`src/rtl/amount_entry_encoder.sv`:
```
// amount_entry_encoder
//   Keypad/switch front end: turns debounced decimal digit presses into a
//   32-bit binary amount (value = value*10 + digit), with backspace, clear
//   and enter. Enter emits a one-cycle commit strobe with the latched amount.
//
// Ports
//   clk, rst      system clock, synchronous active-high reset
//   sw_digit      digit value on switches (synchronized, sampled at event)
//   btn_digit     raw button: append sw_digit
//   btn_back      raw button: delete last digit
//   btn_clear     raw button: clear entry
//   btn_enter     raw button: commit entry
//   entry_value   live binary value of the digits entered so far
//   digit_count   number of digits currently held
//   commit_value  amount latched at last commit
//   commit_pulse  one-cycle strobe, same cycle commit_value updates
//   err_pulse     one-cycle strobe on a rejected action
//   state_out     FSM state (00 IDLE, 01 ENTRY)
//
// Press-to-output latency is DEBOUNCE_CYCLES+3 edges: 2 sync flops, the
// debounce count, and the action register. The rising-edge detect registers
// its event. It gets that extra stage for free because the debounced level
// flips on the edge that sees the last required sample.

// Per-button conditioning: 2-flop sync, debounce counter, registered rise.
module amount_entry_debounce #(
  parameter int DEBOUNCE_CYCLES = 1000000
) (
  input  logic clk,
  input  logic rst,
  input  logic raw,
  output logic rise
);
  localparam int CW = (DEBOUNCE_CYCLES > 1) ? $clog2(DEBOUNCE_CYCLES) : 1;
  localparam logic [CW-1:0] CNT_LAST = CW'(DEBOUNCE_CYCLES - 1);

  logic          s1, s2;
  logic          lvl, lvl_d;
  logic [CW-1:0] cnt;

  always_ff @(posedge clk) begin
    if (rst) begin
      s1    <= 1'b0;
      s2    <= 1'b0;
      lvl   <= 1'b0;
      lvl_d <= 1'b0;
      cnt   <= '0;
      rise  <= 1'b0;
    end else begin
      s1    <= raw;
      s2    <= s1;
      lvl_d <= lvl;
      // Release is filtered like a press but produces no event.
      rise  <= lvl & ~lvl_d;
      if (s2 == lvl) begin
        cnt <= '0;
      end else if (cnt == CNT_LAST) begin
        // This edge sees the DEBOUNCE_CYCLES-th consecutive differing sample.
        lvl <= s2;
        cnt <= '0;
      end else begin
        cnt <= cnt + 1'b1;
      end
    end
  end
endmodule

module amount_entry_encoder #(
  parameter int DEBOUNCE_CYCLES = 1000000,
  parameter int MAX_DIGITS      = 8
) (
  input  logic        clk,
  input  logic        rst,
  input  logic [3:0]  sw_digit,
  input  logic        btn_digit,
  input  logic        btn_back,
  input  logic        btn_clear,
  input  logic        btn_enter,
  output logic [31:0] entry_value,
  output logic [3:0]  digit_count,
  output logic [31:0] commit_value,
  output logic        commit_pulse,
  output logic        err_pulse,
  output logic [1:0]  state_out
);
  localparam int NUM_BTN = 4;
  localparam logic [3:0] MAX_CNT = 4'(MAX_DIGITS);

  typedef enum logic [1:0] {
    IDLE  = 2'b00,
    ENTRY = 2'b01
  } state_t;

  // Button lanes: [0] digit, [1] back, [2] clear, [3] enter.
  logic [NUM_BTN-1:0] btn_raw;
  logic [NUM_BTN-1:0] ev;

  assign btn_raw = {btn_enter, btn_clear, btn_back, btn_digit};

  for (genvar i = 0; i < NUM_BTN; i++) begin : g_db
    amount_entry_debounce #(.DEBOUNCE_CYCLES(DEBOUNCE_CYCLES)) u_db (
      .clk  (clk),
      .rst  (rst),
      .raw  (btn_raw[i]),
      .rise (ev[i])
    );
  end

  // The switches only need synchronizing. They are read at the event.
  // Their 2-flop delay matches the button path, so a value set together
  // with the press is seen.
  logic [3:0] sw_s1, sw_s2;

  always_ff @(posedge clk) begin
    if (rst) begin
      sw_s1 <= '0;
      sw_s2 <= '0;
    end else begin
      sw_s1 <= sw_digit;
      sw_s2 <= sw_s1;
    end
  end

  state_t      state, state_n;
  logic [31:0] val_n, cval_n;
  logic [3:0]  cnt_n;
  logic        cp_n, ep_n;

  always_ff @(posedge clk) begin
    if (rst) begin
      state        <= IDLE;
      entry_value  <= '0;
      digit_count  <= '0;
      commit_value <= '0;
      commit_pulse <= 1'b0;
      err_pulse    <= 1'b0;
    end else begin
      state        <= state_n;
      entry_value  <= val_n;
      digit_count  <= cnt_n;
      commit_value <= cval_n;
      commit_pulse <= cp_n;
      err_pulse    <= ep_n;
    end
  end

  // Priority clear > enter > back > digit. Lower events in the same cycle are
  // dropped silently.
  always_comb begin
    state_n = state;
    val_n   = entry_value;
    cnt_n   = digit_count;
    cval_n  = commit_value;
    cp_n    = 1'b0;
    ep_n    = 1'b0;
    if (ev[2]) begin
      val_n   = '0;
      cnt_n   = '0;
      state_n = IDLE;
    end else if (ev[3]) begin
      if (state == ENTRY) begin
        cval_n  = entry_value;
        cp_n    = 1'b1;
        val_n   = '0;
        cnt_n   = '0;
        state_n = IDLE;
      end else begin
        ep_n = 1'b1;
      end
    end else if (ev[1]) begin
      if (state == ENTRY) begin
        val_n = entry_value / 32'd10;
        cnt_n = digit_count - 4'd1;
        if (digit_count == 4'd1) state_n = IDLE;
      end else begin
        ep_n = 1'b1;
      end
    end else if (ev[0]) begin
      if (sw_s2 > 4'd9 || digit_count == MAX_CNT) begin
        ep_n = 1'b1;
      end else begin
        // x*10 = x*8 + x*2. The digit limit keeps this below 10^9.
        val_n   = (entry_value << 3) + (entry_value << 1) + {28'd0, sw_s2};
        cnt_n   = digit_count + 4'd1;
        state_n = ENTRY;
      end
    end
  end

  assign state_out = state;

endmodule

```
`config.mk`:
```
export PLATFORM = sky130hd
export DESIGN_NAME = amount_entry_encoder
export DESIGN_NICKNAME = d
export VERILOG_FILES = /design/src/rtl/amount_entry_encoder.sv
export SDC_FILE = /design/constraint.sdc
export NUM_CORES = 1
export LEC_CHECK = 0
export ABC_AREA = 1
export BUFFER_PORTS_ARGS = -buffer_cell sky130_fd_sc_hd__buf_4
export CORE_MARGIN = 1
export CORE_UTILIZATION = 27
export CTS_CLUSTER_DIAMETER = 40
export DETAILED_ROUTE_END_ITERATION = 10
export GPL_TIMING_DRIVEN = 0
export PLACE_DENSITY = 0.43
export RECOVER_POWER = 25
export SLEW_MARGIN = 20
export SYNTH_ARGS = -nofsm -noshare
export SYNTH_HDL_FRONTEND = slang
export SYNTH_SLANG_ARGS = --single-unit
```
`constraint.sdc`:
```
create_clock -name clk -period 21.1 [get_ports clk]
set_input_delay 4.22 -clock clk [delete_from_list [all_inputs] [get_ports clk]]
set_output_delay 4.22 -clock clk [all_outputs]
set_load 0.01 [all_outputs]
```
======== Word-level counts from Yosys, hierarchy flattened ========
Index checks and enable logic that the tools add are counted.
word-level totals
  bits in registers ....................... 180
  output and inout bits ................... 72
  word-level logic and storage cells ...... 111
cells by class
  add/sub/neg operators ................... 8
  divide/modulo/power cells ............... 1
  $lt $le $gt $ge ......................... 1
  eq/ne operators ......................... 15
  multiplexer cells ....................... 25
  bitwise gates (word level) .............. 14
  reduce and logical (&&, ||, !) cells .... 15
operator list
  cell                                                                      count
  32-bit two-way mux                                                        6
  20-bit by 1-bit adder with 20-bit output (second input constant)          4
  20-bit equality test (second input constant)                              4
  32-bit adder                                                              1
  32-bit by 4-bit adder with 32-bit output                                  1
  32-bit by 4-bit divider with 32-bit output (second input constant)        1
  4-bit two-way mux                                                         6
  3-bit OR reduction                                                        5
  2-bit two-way mux                                                         7
  1-bit NOT                                                                 10
  2-bit AND reduction                                                       4
  1-bit two-way mux                                                         6
  5-bit AND reduction                                                       1
  4-bit by 1-bit adder with 4-bit output (second input constant)            1
  1-bit bitwise AND                                                         4
  1-bit equality test                                                       4
  4-bit by 1-bit equality test with 1-bit output (second input constant)    1
  4-bit equality test (second input constant)                               1
  4-bit greater-than comparator (second input constant)                     1
  2-bit inequality test (second input constant)                             2
  4-bit AND reduction                                                       1
  4-bit by 1-bit subtractor with 4-bit output (second input constant)       1
  3-bit by 1-bit inequality test with 1-bit output (second input constant)  1
  3-bit by 2-bit inequality test with 1-bit output (second input constant)  1
  other kinds (5)                                                           5

======== Logic depth before layout (Yosys ltp) ========
Gate-level depths: netlist of run 1.
  word-level depth ........................ 6
  depth in mapped cells ................... 128

======== Cells and area by module ========
A second synthesis of run 1 with hierarchy kept.
second synthesis, totals
  cells, all modules ...................... 1,750
  area, all modules ....................... 12,127.9 um^2
modules (own cells, without submodules)
  module                 times used  cells an instance  area each (um^2)  seq. area each (um^2)
  amount_entry_encoder   1           1,074              7,153.1           1,581.5
  amount_entry_debounce  4           169                1,243.7           500.5

======== Worst setup path after synthesis of run 1 ========
No wires, ideal clock.
  kind .................................... register -> register
  start ................................... reg entry_value[29]
  end ..................................... reg entry_value[0]
  data arrival time ....................... 8,810 ps
  required time ........................... 20,972 ps
  path slack .............................. 12,162 ps
  cell stages (with the launch flop) ...... 122
  path buffers ............................ 0
  clock period less this slack ............ 8,938 ps
  cell sequence ........................... dfxtp_1 inv_1 a21oi_1 nand2_2 nand2_2 nand2_1 nand2_1 nand2_2 nand2_2 nand2_2 nand2_2 inv_2 nand2_2 nand3_1 nand3_2 nand2_2 nand2_2 nand2_1 (+86 left out) nand2_4 nand2_2 nand2_1 nand2_1 nand2_1 nand2_1 nand2_2 inv_2 nand2_2 nand2_2 nand2_2 nand3_2 nand2_2 nand2_1 a21oi_2 nand3_1 nand2_1 a21oi_2
between the ends
  cells in the longest elaborated chain, start to end .. 4
ends and longest elaborated chain
  element                                     RTL line  text
  start: declaration                          79        output logic [31:0] entry_value,
  start signal: assignment                    139       entry_value <= val_n;
  32-bit by 4-bit divider with 32-bit output  172       val_n = entry_value / 32'd10;
  32-bit two-way mux                          171       if (state == ENTRY) begin
  32-bit two-way mux                          170       end else if (ev[1]) begin
  32-bit two-way mux                          160       end else if (ev[3]) begin
Every way passes these cells. The select of a mux whose other input is x is not followed.
A chain may end at the register's enable or synchronous reset.

======== Final worst setup path of run 1 ========
Ends and elaborated chain as after synthesis.

==> impl_metrics.ini, run 1 <==
[outcome]
outcome = finished, final reports clean

[timing]
layout_setup_ws_ns = 10.52
slew-limit-headroom = 0.525
rsz0062_at_grt = no
tightest_slew_ns = 0.711
min_period_over_period = 0.502
fin_crit_ns = 10.58
fin_worst_skew_ns = 0.0116
max_freq_mhz = 94.5
tns_ns = 0
finalMaxSlewViolations = 0
setup_viol = 0
hold_viol = 0

[cts]
clockRootBuffer = clkbuf_16
clock_sinks = 179
clk_path_buf_depth = 2
cts-buffers-inserted = 17
post_cts_buffers = 0
insertion_delay_ns = 0.45
cts_tree = yes
cts_max_level = 4
clk_pin_slew_worst_paths_ns = 0.08
hold_buffers = 0
post_cts_resized = 0

[global_route]
antenna_found_initial = 0
grtUsageTotal = 0.143
grt_overflow_total = 0
grt_pass1_vias = 9935
grt_pass1_wl_um = 48700
grt_max_degree = 19

[synth]
synthArstFlopShare = 0
synth-seq-cells = 179
ys_warn_count = 0
synth_cell_types = 49
synth_top_area_frac = 0.319
synth_top_area_cell = dfxtp_1
synth_cells = 1621
syn_area_um2 = 11200
synth-main-ff-cell = dfxtp_1
yosysSeqAreaShare = 0.319
synth_area_per_cell_um2 = 6.94
synth_edf_count = 0
synth_nets = 1698
synth_area_leaders = dfxtp_1 32%, nand2_1 9.4%, ha_1 7.2%

[setup_path]
crit_slowest_cell = dfxtp_1
r2r_cells = 119
critPathRequiredTime_ns = 21.42
endpoint_kind = flop
critPathMaxFanout = 6
cp.depth = 119
critPathKind = reg -> reg
timing.critical_path.mode_cell = nand2_2
startpoint_type = flop
path_delay_family = simple AND/OR/NAND/NOR gates
critPathArrivalTime_ns = 10.91
crit_path_max_incr_delay_ns = 0.49
critPathBufInv = 11

[drt]
wirelength_um = 29000
firstDrtPassIters = 5
wl_per_cell_um = 12.8
dr.first_iter.drc_count = 391
route.vias.total = 10200
vias_per_cell = 4.52
ant_nets = 0
drc_errors = 0

[finish]
antenna_cells = 0
largest_registers = g_db.u_db.cnt x80, commit_value x32, entry_value x32
nets = 1797
regMostFlops = g_db.u_db.cnt
fin_util = 0.320
layout-drive-gt1-share = 0.163
largest_reg_flops = 80
design_area_um2 = 13100
syn_to_final_growth_pct = 16.5
fillCellCount = 4446

[place]
pre_cts_ws_ns = 10.40
dpl_cell_area_um2 = 12500
routabilityCongestion = 0.801
place_hpwl_um = 22500
numPortBuffers = 80

[power_and_ir_drop]
p_leak_nw = 6.11
finalPower_w = 0.000701
peakVddDrop_mv = 0.0616
power.density_nw_per_um2 = 53.5

[worst_hold_path]
hold_path.class = reg -> reg
min_path_cells = 1

[floorplanning]
io_pins = 82
num_rows = 74
die_area_um2 = 42500
die_width_um = 206
start_util = 0.275
die_h_um = 206
coreArea_um2 = 40900

[job]
maxCapViolations = 0
metrics by stage:
step / cells / hold WS [ns]
detailed placement: 2233 / 0.391
global route: 2265 / 0.419
CTS: 2265 / 0.403
global placement: 2233 / 0.386
finish: 2265 / 0.401
floorplan: 1621 / 0.373
synthesized netlist by cell type, types with 2 or more instances:
cell type,n
dfxtp_1,179
o31ai_1,5
nand2_1,283
inv_1,202
a21o_2,2
a21oi_1,133
clkinv_1,6
nand3_2,24
buf_1,2
xnor2_1,3
fa_1,2
a211oi_1,9
nor4_1,10
nor3b_1,31
inv_4,2
o21bai_2,5
nand4_1,29
inv_2,28
nor2_2,2
and3_1,4
o21ai_0,71
o21ai_1,10
nor3_1,31
o21bai_1,2
nand3b_1,3
nand3_1,112
o21ai_2,5
nand2_4,20
ha_1,65
o21a_1,11
or2_2,5
xor2_1,12
a21o_1,3
clkbuf_1,28
nor2_1,156
o211ai_1,25
a31oi_1,6
nand2_2,82
a21oi_2,3
layout make-up:
type,instances,area [µm²],share of cell area
well taps,532,666,0.0508
plain buffers,33,144,0.0110
multi-input cells,1171,6620,0.505
clock inverters,15,214,0.0163
clock buffers,17,425,0.0325
repair buffers,80,552,0.0421
inverters,238,898,0.0686
flip-flops and latches,179,3580,0.273
layer usage:
layer	up-vias	GRT usage	routed length [µm]
met5	-	0	0
met4	0	0.0318	289
met3	21	0.0326	995
met2	108	0.241	13400
met1	4564	0.183	14300
li1	5548	-	-
worst paths after layout:
path | end | from | slack, ns
worst min register to register | g_db[1].u_db.rise | g_db[1].u_db.lvl_d | 0.40
worst max-delay path | entry_value[0] | entry_value[29] | 10.52
worst min-delay path | g_db[1].u_db.rise | g_db[1].u_db.lvl_d | 0.40
worst max register to register | entry_value[0] | entry_value[29] | 10.52
logic make-up after synthesis:
family | count (synthesis) | share of synthesized area
buffers and inverters | 271 | 0.0927
AND/OR/NAND/NOR | 794 | 0.349
flip-flops | 179 | 0.319
other | 1 | 0.000334
XOR/XNOR | 15 | 0.0117
adder cells (fa/ha/maj) | 67 | 0.0759
AO/OA/AOI/OAI | 294 | 0.152
worst reg2reg max path: cells and delay by family, from the launching register on:
family,cells,cell delay [ns]
buffers and inverters,11,0.73
AOI/OAI and AO/OA,4,0.54
DFF,1,0.49
and+or+nand+nor,104,8.68
power by group:
part	total, W	internal (W)	switching (W)	leakage, nW
sequential	0.000340	0.000339	0.000000775	1.44
combinational	0.0000103	0.00000306	0.00000720	4.36
clock	0.000351	0.000193	0.000158	0.314
total	0.000701	0.000535	0.000166	6.11
cell usage in the layout (no fill, tap or decap), types with 6 or more instances in the layout:
master,Yosys,final
clkinv_1,6,6
buf_4,1,68
a21oi_1,133,133
o21a_1,11,11
nor3_1,31,31
nand3_1,112,112
o211ai_1,25,25
inv_2,28,28
a211oi_1,9,9
nor2_1,156,155
a31oi_1,6,6
o21ai_1,10,10
clkbuf_1,28,42
nor4_1,10,10
nand2_2,82,82
nand4_1,29,29
dfxtp_1,179,179
nor3b_1,31,31
nand3_2,24,24
nand2_4,20,20
xor2_1,12,12
clkbuf_16,0,17
ha_1,65,65
inv_1,202,202
o21ai_0,71,71
nand2_1,283,283
Note: power is estimated with default switching activity, not from simulation.
==> run 2, diff against run 1 <==
==> constraint.sdc (replaced) <==
create_clock -name clk -period 9.9 [get_ports clk]
set_input_delay 1.98 -clock clk [delete_from_list [all_inputs] [get_ports clk]]
set_output_delay 1.98 -clock clk [all_outputs]
set_load 0.01 [all_outputs]
==> run 2 against run 1 <==
  * Combinational power grew 110%
  * Via count increased by 5.8%
  * Core utilization is 4.7 points higher
  * Sequential share of layout area decreased by 3.4 points
  * Final cell count is 3.8% higher
  * Highest routed layer unchanged
  * Critical endpoint unchanged
  * Fmax up 4.0%
  * The flow now finishes with violations (negative setup slack)
  * Clock-buffer cell count unchanged
  * Sequential power grew 110%
  * Power rose by 110%
  * Critical path depth shrank 7
  * First-iteration DRC count up 3.3%
  * Die area stayed put
==> impl_metrics.ini, run 2 (same netlist as run 1, synthesis figures left out) <==
[timing]
tns_ns = -0.396
rsz0062_at_grt = yes
slew-limit-headroom = 0.516
hold_viol = 0
layout_setup_ws_ns = -0.279
setup_viol = 2
min_period_over_period = 1.03
tightest_slew_ns = 0.726
fin_crit_ns = 10.18
fin_worst_skew_ns = 0.0128
finalMaxSlewViolations = 0
max_freq_mhz = 98.2

[global_route]
grt_pass1_vias = 10600
grtUsageTotal = 0.150
antenna_found_initial = 0
grt_pass1_wl_um = 51400
grt_overflow_total = 0
grt_max_degree = 19

[finish]
largest_reg_flops = 80
regMostFlops = g_db.u_db.cnt
antenna_cells = 0
nets = 1883
layout-drive-gt1-share = 0.273
largest_registers = g_db.u_db.cnt x80, commit_value x32, entry_value x32
fin_util = 0.367
final_cell_mix = 224 x nand2_1, 190 x inv_1, 175 x dfxtp_1
syn_to_final_growth_pct = 33.6
fillCellCount = 4287
final_common_cell = nand2_1

[drt]
ant_nets = 0
drc_errors = 0
firstDrtPassIters = 4
route.vias.total = 10800
wl_per_cell_um = 13.4
vias_per_cell = 4.61
dr.first_iter.drc_count = 404
wirelength_um = 31500

[cts]
cts-buffers-inserted = 17
clk_pin_slew_worst_paths_ns = 0.07
cts_tree = yes
clock_sinks = 179
insertion_delay_ns = 0.46
clk_path_buf_depth = 2
clockRootBuffer = clkbuf_16
cts_max_level = 4

[outcome]
violations = negative setup slack
outcome = finished, violations left

[setup_path]
critPathMaxFanout = 6
endpoint_kind = flop
startpoint_type = flop
reg2reg_from = entry_value[31]
critPathRequiredTime_ns = 10.22
crit_slowest_cell = dfxtp_4
cp-startpoint = entry_value[31]
critPathArrivalTime_ns = 10.50
critPathKind = reg -> reg
reg2reg_to = entry_value[0]
r2r_cells = 112
path_delay_family = simple AND/OR/NAND/NOR gates
crit_path_max_incr_delay_ns = 0.40
critPathBufInv = 13
timing.critical_path.mode_cell = nand2_4
regToRegSetupSlack_ns = -0.28

[worst_hold_path]
min_to = g_db[1].u_db.rise
hp-start = g_db[1].u_db.lvl_d
min_path_cells = 1
hold_path.class = reg -> reg

[floorplanning]
die_width_um = 206
io_pins = 82
coreArea_um2 = 40900
die_h_um = 206
num_rows = 74
start_util = 0.275
die_area_um2 = 42500

[power_and_ir_drop]
power.density_nw_per_um2 = 99.5
peakVddDrop_mv = 0.131
p_leak_nw = 7.05

[place]
pre_cts_ws_ns = -0.797
routabilityCongestion = 0.801
numPortBuffers = 80
place_hpwl_um = 22500

[job]
maxCapViolations = 0
[run 2: cell count changes in the layout (fill, tap and decap cells not counted), moves of 7 or more]
cell / change
nand2_2: -18
nand3_1: -34
buf_6: +7
buf_4: +71
nor2_1: -7
nand2_4: +71
o21ai_1: -10
o21ai_4: +7
nand2_1: -59
nand3_4: +28
inv_1: -12
inv_4: +10
[run 2: worst max path at each step]
stage,end,slack (ns),depth (start not counted)
finish,entry_value[0],-0.28,112
global placement,entry_value[0],-0.64,121
CTS,entry_value[0],-0.13,111
detailed placement,entry_value[0],-0.80,119
global route,entry_value[0],-1.09,115
floorplan,entry_value[0],0.96,121
[run 2: final cells by class]
type,instances,area [µm²],area share
flip-flops and latches,179,3600,0.239
inverters,238,928,0.0618
plain buffers,33,144,0.00958
repair buffers,166,1230,0.0816
well taps,532,666,0.0443
clock buffers,17,425,0.0283
clock inverters,15,214,0.0142
multi-input cells,1171,7820,0.521
[run 2: what timing repair did]
action | in CTS | in global routing
setup buffers | 70 | 24
pin swaps | 62 | 125
hold buffers | 0 | 0
resized for setup | 99 | 191
endpoints found under the setup margin | 4 | 6
cloned | 0 | 0
[run 2: per-layer routing]
| metal | global-route usage | vias up | part of all wire |
|---|---|---|---|
| met1 | 0.189 | 4972 | 0.47 |
| met2 | 0.258 | 98 | 0.48 |
| li1 | - | 5730 | - |
| met3 | 0.0336 | 32 | 0.031 |
| met5 | 0 | - | 0 |
| met4 | 0.0360 | 0 | 0.014 |
[run 2: where the power goes]
part / switching [W] / internal [W] / total [W]
logic: 0.0000154 / 0.00000652 / 0.0000219
clock network: 0.000339 / 0.000410 / 0.000749
registers: 0.00000166 / 0.000722 / 0.000724
total: 0.000356 / 0.00114 / 0.00149
[run 2: worst reg2reg max path, delay by kind of cell, from the launching register on]
family | cells | cell delay (ns)
AND/OR/NAND/NOR | 93 | 7.57
buffers and inverters | 13 | 1.08
AO/OA/AOI/OAI | 6 | 0.97
flip-flops | 1 | 0.40
[run 2: through the flow]
step / instances / cell area, µm² / hold slack [ns] / total power (W)
finish: 2351 / 15000 / 0.398 / 0.00149
global route: 2351 / 15000 / 0.419 / 0.00155
CTS: 2335 / 14100 / 0.403 / 0.00152
detailed placement: 2233 / 12500 / 0.391 / 0.000764
global placement: 2233 / 12500 / 0.386 / 0.000764
floorplan: 1621 / 11200 / 0.373 / 0.000754
==> run 3, diff against run 2 <==
--- a/config.mk
+++ b/config.mk
@@ -8,11 +8,11 @@
 export ABC_AREA = 1
 export BUFFER_PORTS_ARGS = -buffer_cell sky130_fd_sc_hd__buf_4
 export CORE_MARGIN = 1
-export CORE_UTILIZATION = 27
+export CORE_UTILIZATION = 61
 export CTS_CLUSTER_DIAMETER = 40
 export DETAILED_ROUTE_END_ITERATION = 10
 export GPL_TIMING_DRIVEN = 0
-export PLACE_DENSITY = 0.43
+export PLACE_DENSITY = 0.82
 export RECOVER_POWER = 25
 export SLEW_MARGIN = 20
 export SYNTH_ARGS = -nofsm -noshare
==> constraint.sdc (replaced) <==
create_clock -name clk -period 10.28 [get_ports clk]
set_input_delay 2.056 -clock clk [delete_from_list [all_inputs] [get_ports clk]]
set_output_delay 2.056 -clock clk [all_outputs]
set_load 0.01 [all_outputs]
==> run 3 against run 2 <==
  * The run still ends with negative setup slack left
  * Sequential share of layout area grew 2.5 points
  * Final cell count shrank 15%
  * Clock-buffer cell count grew 4
  * Critical endpoint unchanged
  * Sequential power shrank 3.7%
==> impl_metrics.ini, run 3 (same netlist as run 1, synthesis figures left out) <==
[place]
pre_cts_ws_ns = -0.0653
numPortBuffers = 80
routabilityCongestion = 0.888
place_hpwl_um = 19100
dpl_cell_area_um2 = 12100

[finish]
fin_util = 0.753
largest_registers = g_db.u_db.cnt x80, commit_value x32, entry_value x32
final_common_cell = nand2_1
multi_input_area_um2 = 7280
fillCellCount = 1338
design_area_um2 = 13600
final-seq-area_um2 = 3600
syn_to_final_growth_pct = 20.8
regMostFlops = g_db.u_db.cnt
final_cell_mix = 242 x nand2_1, 198 x inv_1, 175 x dfxtp_1
layout-drive-gt1-share = 0.227
nets = 1827
antenna_cells = 0
largest_reg_flops = 80

[setup_path]
timing.critical_path.mode_cell = nand2_4
critPathArrivalTime_ns = 10.77
crit_slowest_cell = dfxtp_4
critPathKind = reg -> reg
crit_path_max_incr_delay_ns = 0.38
endpoint_kind = flop
critPathRequiredTime_ns = 10.59
path_delay_family = simple AND/OR/NAND/NOR gates
startpoint_type = flop
critPathBufInv = 15
critPathMaxFanout = 6

[timing]
layout_setup_ws_ns = -0.178
fin_crit_ns = 10.46
hold_viol = 0
fin_worst_skew_ns = 0.00874
tightest_slew_ns = 0.764
finalMaxSlewViolations = 0
rsz0062_at_grt = yes
min_period_over_period = 1.02
tns_ns = -0.196
setup_viol = 2
slew-limit-headroom = 0.489
max_freq_mhz = 95.6

[drt]
firstDrtPassIters = 5
dr.first_iter.drc_count = 628
route.vias.total = 11100
wl_per_cell_um = 14.3
drc_errors = 0
ant_nets = 0
wirelength_um = 28400
vias_per_cell = 5.59

[outcome]
violations = negative setup slack
outcome = finished, violations left

[power_and_ir_drop]
peakVddDrop_mv = 0.150
p_int_w = 0.00105
p_comb_frac = 0.015
power.density_nw_per_um2 = 100
seqPwrFrac = 0.512
p_leak_nw = 6.58
finalPower_w = 0.00136
swShare = 0.229
clkPwrFrac = 0.473
p_switching_w = 0.000312

[floorplanning]
die_h_um = 138
start_util = 0.624
die_width_um = 138
io_pins = 82
die_area_um2 = 19000
coreArea_um2 = 18000
num_rows = 49

[global_route]
grtUsageTotal = 0.278
grt_max_degree = 17
grt_pass1_wl_um = 42600
grt_overflow_total = 0
grt_pass1_vias = 9912
antenna_found_initial = 0

[cts]
clk_path_buf_depth = 2
cts_max_level = 4
insertion_delay_ns = 0.44
hold_buffers = 0
clock_sinks = 179
clockRootBuffer = clkbuf_16
cts-buffers-inserted = 17
cts_tree = yes
clk_pin_slew_worst_paths_ns = 0.07

[job]
maxCapViolations = 0

[worst_hold_path]
hold_path.class = reg -> reg
## run 3: changes by cell type in the layout (fill, tap and decap cells not counted), sizes merged
cell      change
inv           +2
clkinv        -7
buf          -45
clkbuf        -7
bufinv        -2
clkinvlp      +3
## run 3: final timing paths
path | start | end | slack, ns | depth (start not counted)
min reg2reg | g_db[0].u_db.lvl_d | g_db[0].u_db.rise | 0.39 | 1
min | g_db[0].u_db.lvl_d | g_db[0].u_db.rise | 0.39 | 1
max reg2reg | entry_value[30] | entry_value[0] | -0.18 | 112
max | entry_value[30] | entry_value[0] | -0.18 | 112
## run 3: worst reg2reg max path: cells and delay by family, from the launching register on
kind	cells	cell delay (ns)
flops	1	0.38
simple gates	90	7.70
compound gates	7	1.09
buf+inv	15	1.18
## run 3: stage by stage
step	std cells	hold slack, ns
floorplan	1621	0.373
global placement	1930	0.377
detailed placement	1930	0.383
CTS	1962	0.393
global route	1992	0.409
finish	1992	0.392
## run 3: cell type report
cell class / count / share of cell area
multi-input combinational: 1171 / 0.536
inverter: 238 / 0.0663
clock inverter: 11 / 0.00875
sequential: 179 / 0.265
timing repair buffer: 110 / 0.0589
tap: 229 / 0.0211
buffer: 33 / 0.0106
clock buffer: 21 / 0.0332
## run 3: power by group through the flow
| stage | Combinational (W) | Clock, W | Sequential [W] |
|---|---|---|---|
| 6_report | 0.0000203 | 0.000644 | 0.000697 |
| 5_1_grt | 0.0000228 | 0.000678 | 0.000697 |
| 4_1_cts | 0.0000205 | 0.000651 | 0.000698 |
| 3_5_place_dp | 0.0000203 | 0 | 0.000714 |
| 3_3_place_gp | 0.0000200 | 0 | 0.000714 |
| 2_1_floorplan | 0.0000122 | 0 | 0.000714 |
## run 3: repair_timing
action	in CTS	in global routing
setup buffers	0	30
pin swaps	0	49
endpoints found under the setup margin	2	5
gates resized for setup	8	154
hold endpoints to repair	0	0
## run 3: routing by layer
metal	part of all wire	GRT usage	up-vias
met5	0	0	-
met4	0.025	0.111	0
met3	0.054	0.0489	60
met2	0.50	0.493	307
met1	0.42	0.330	5163
li1	-	-	5614
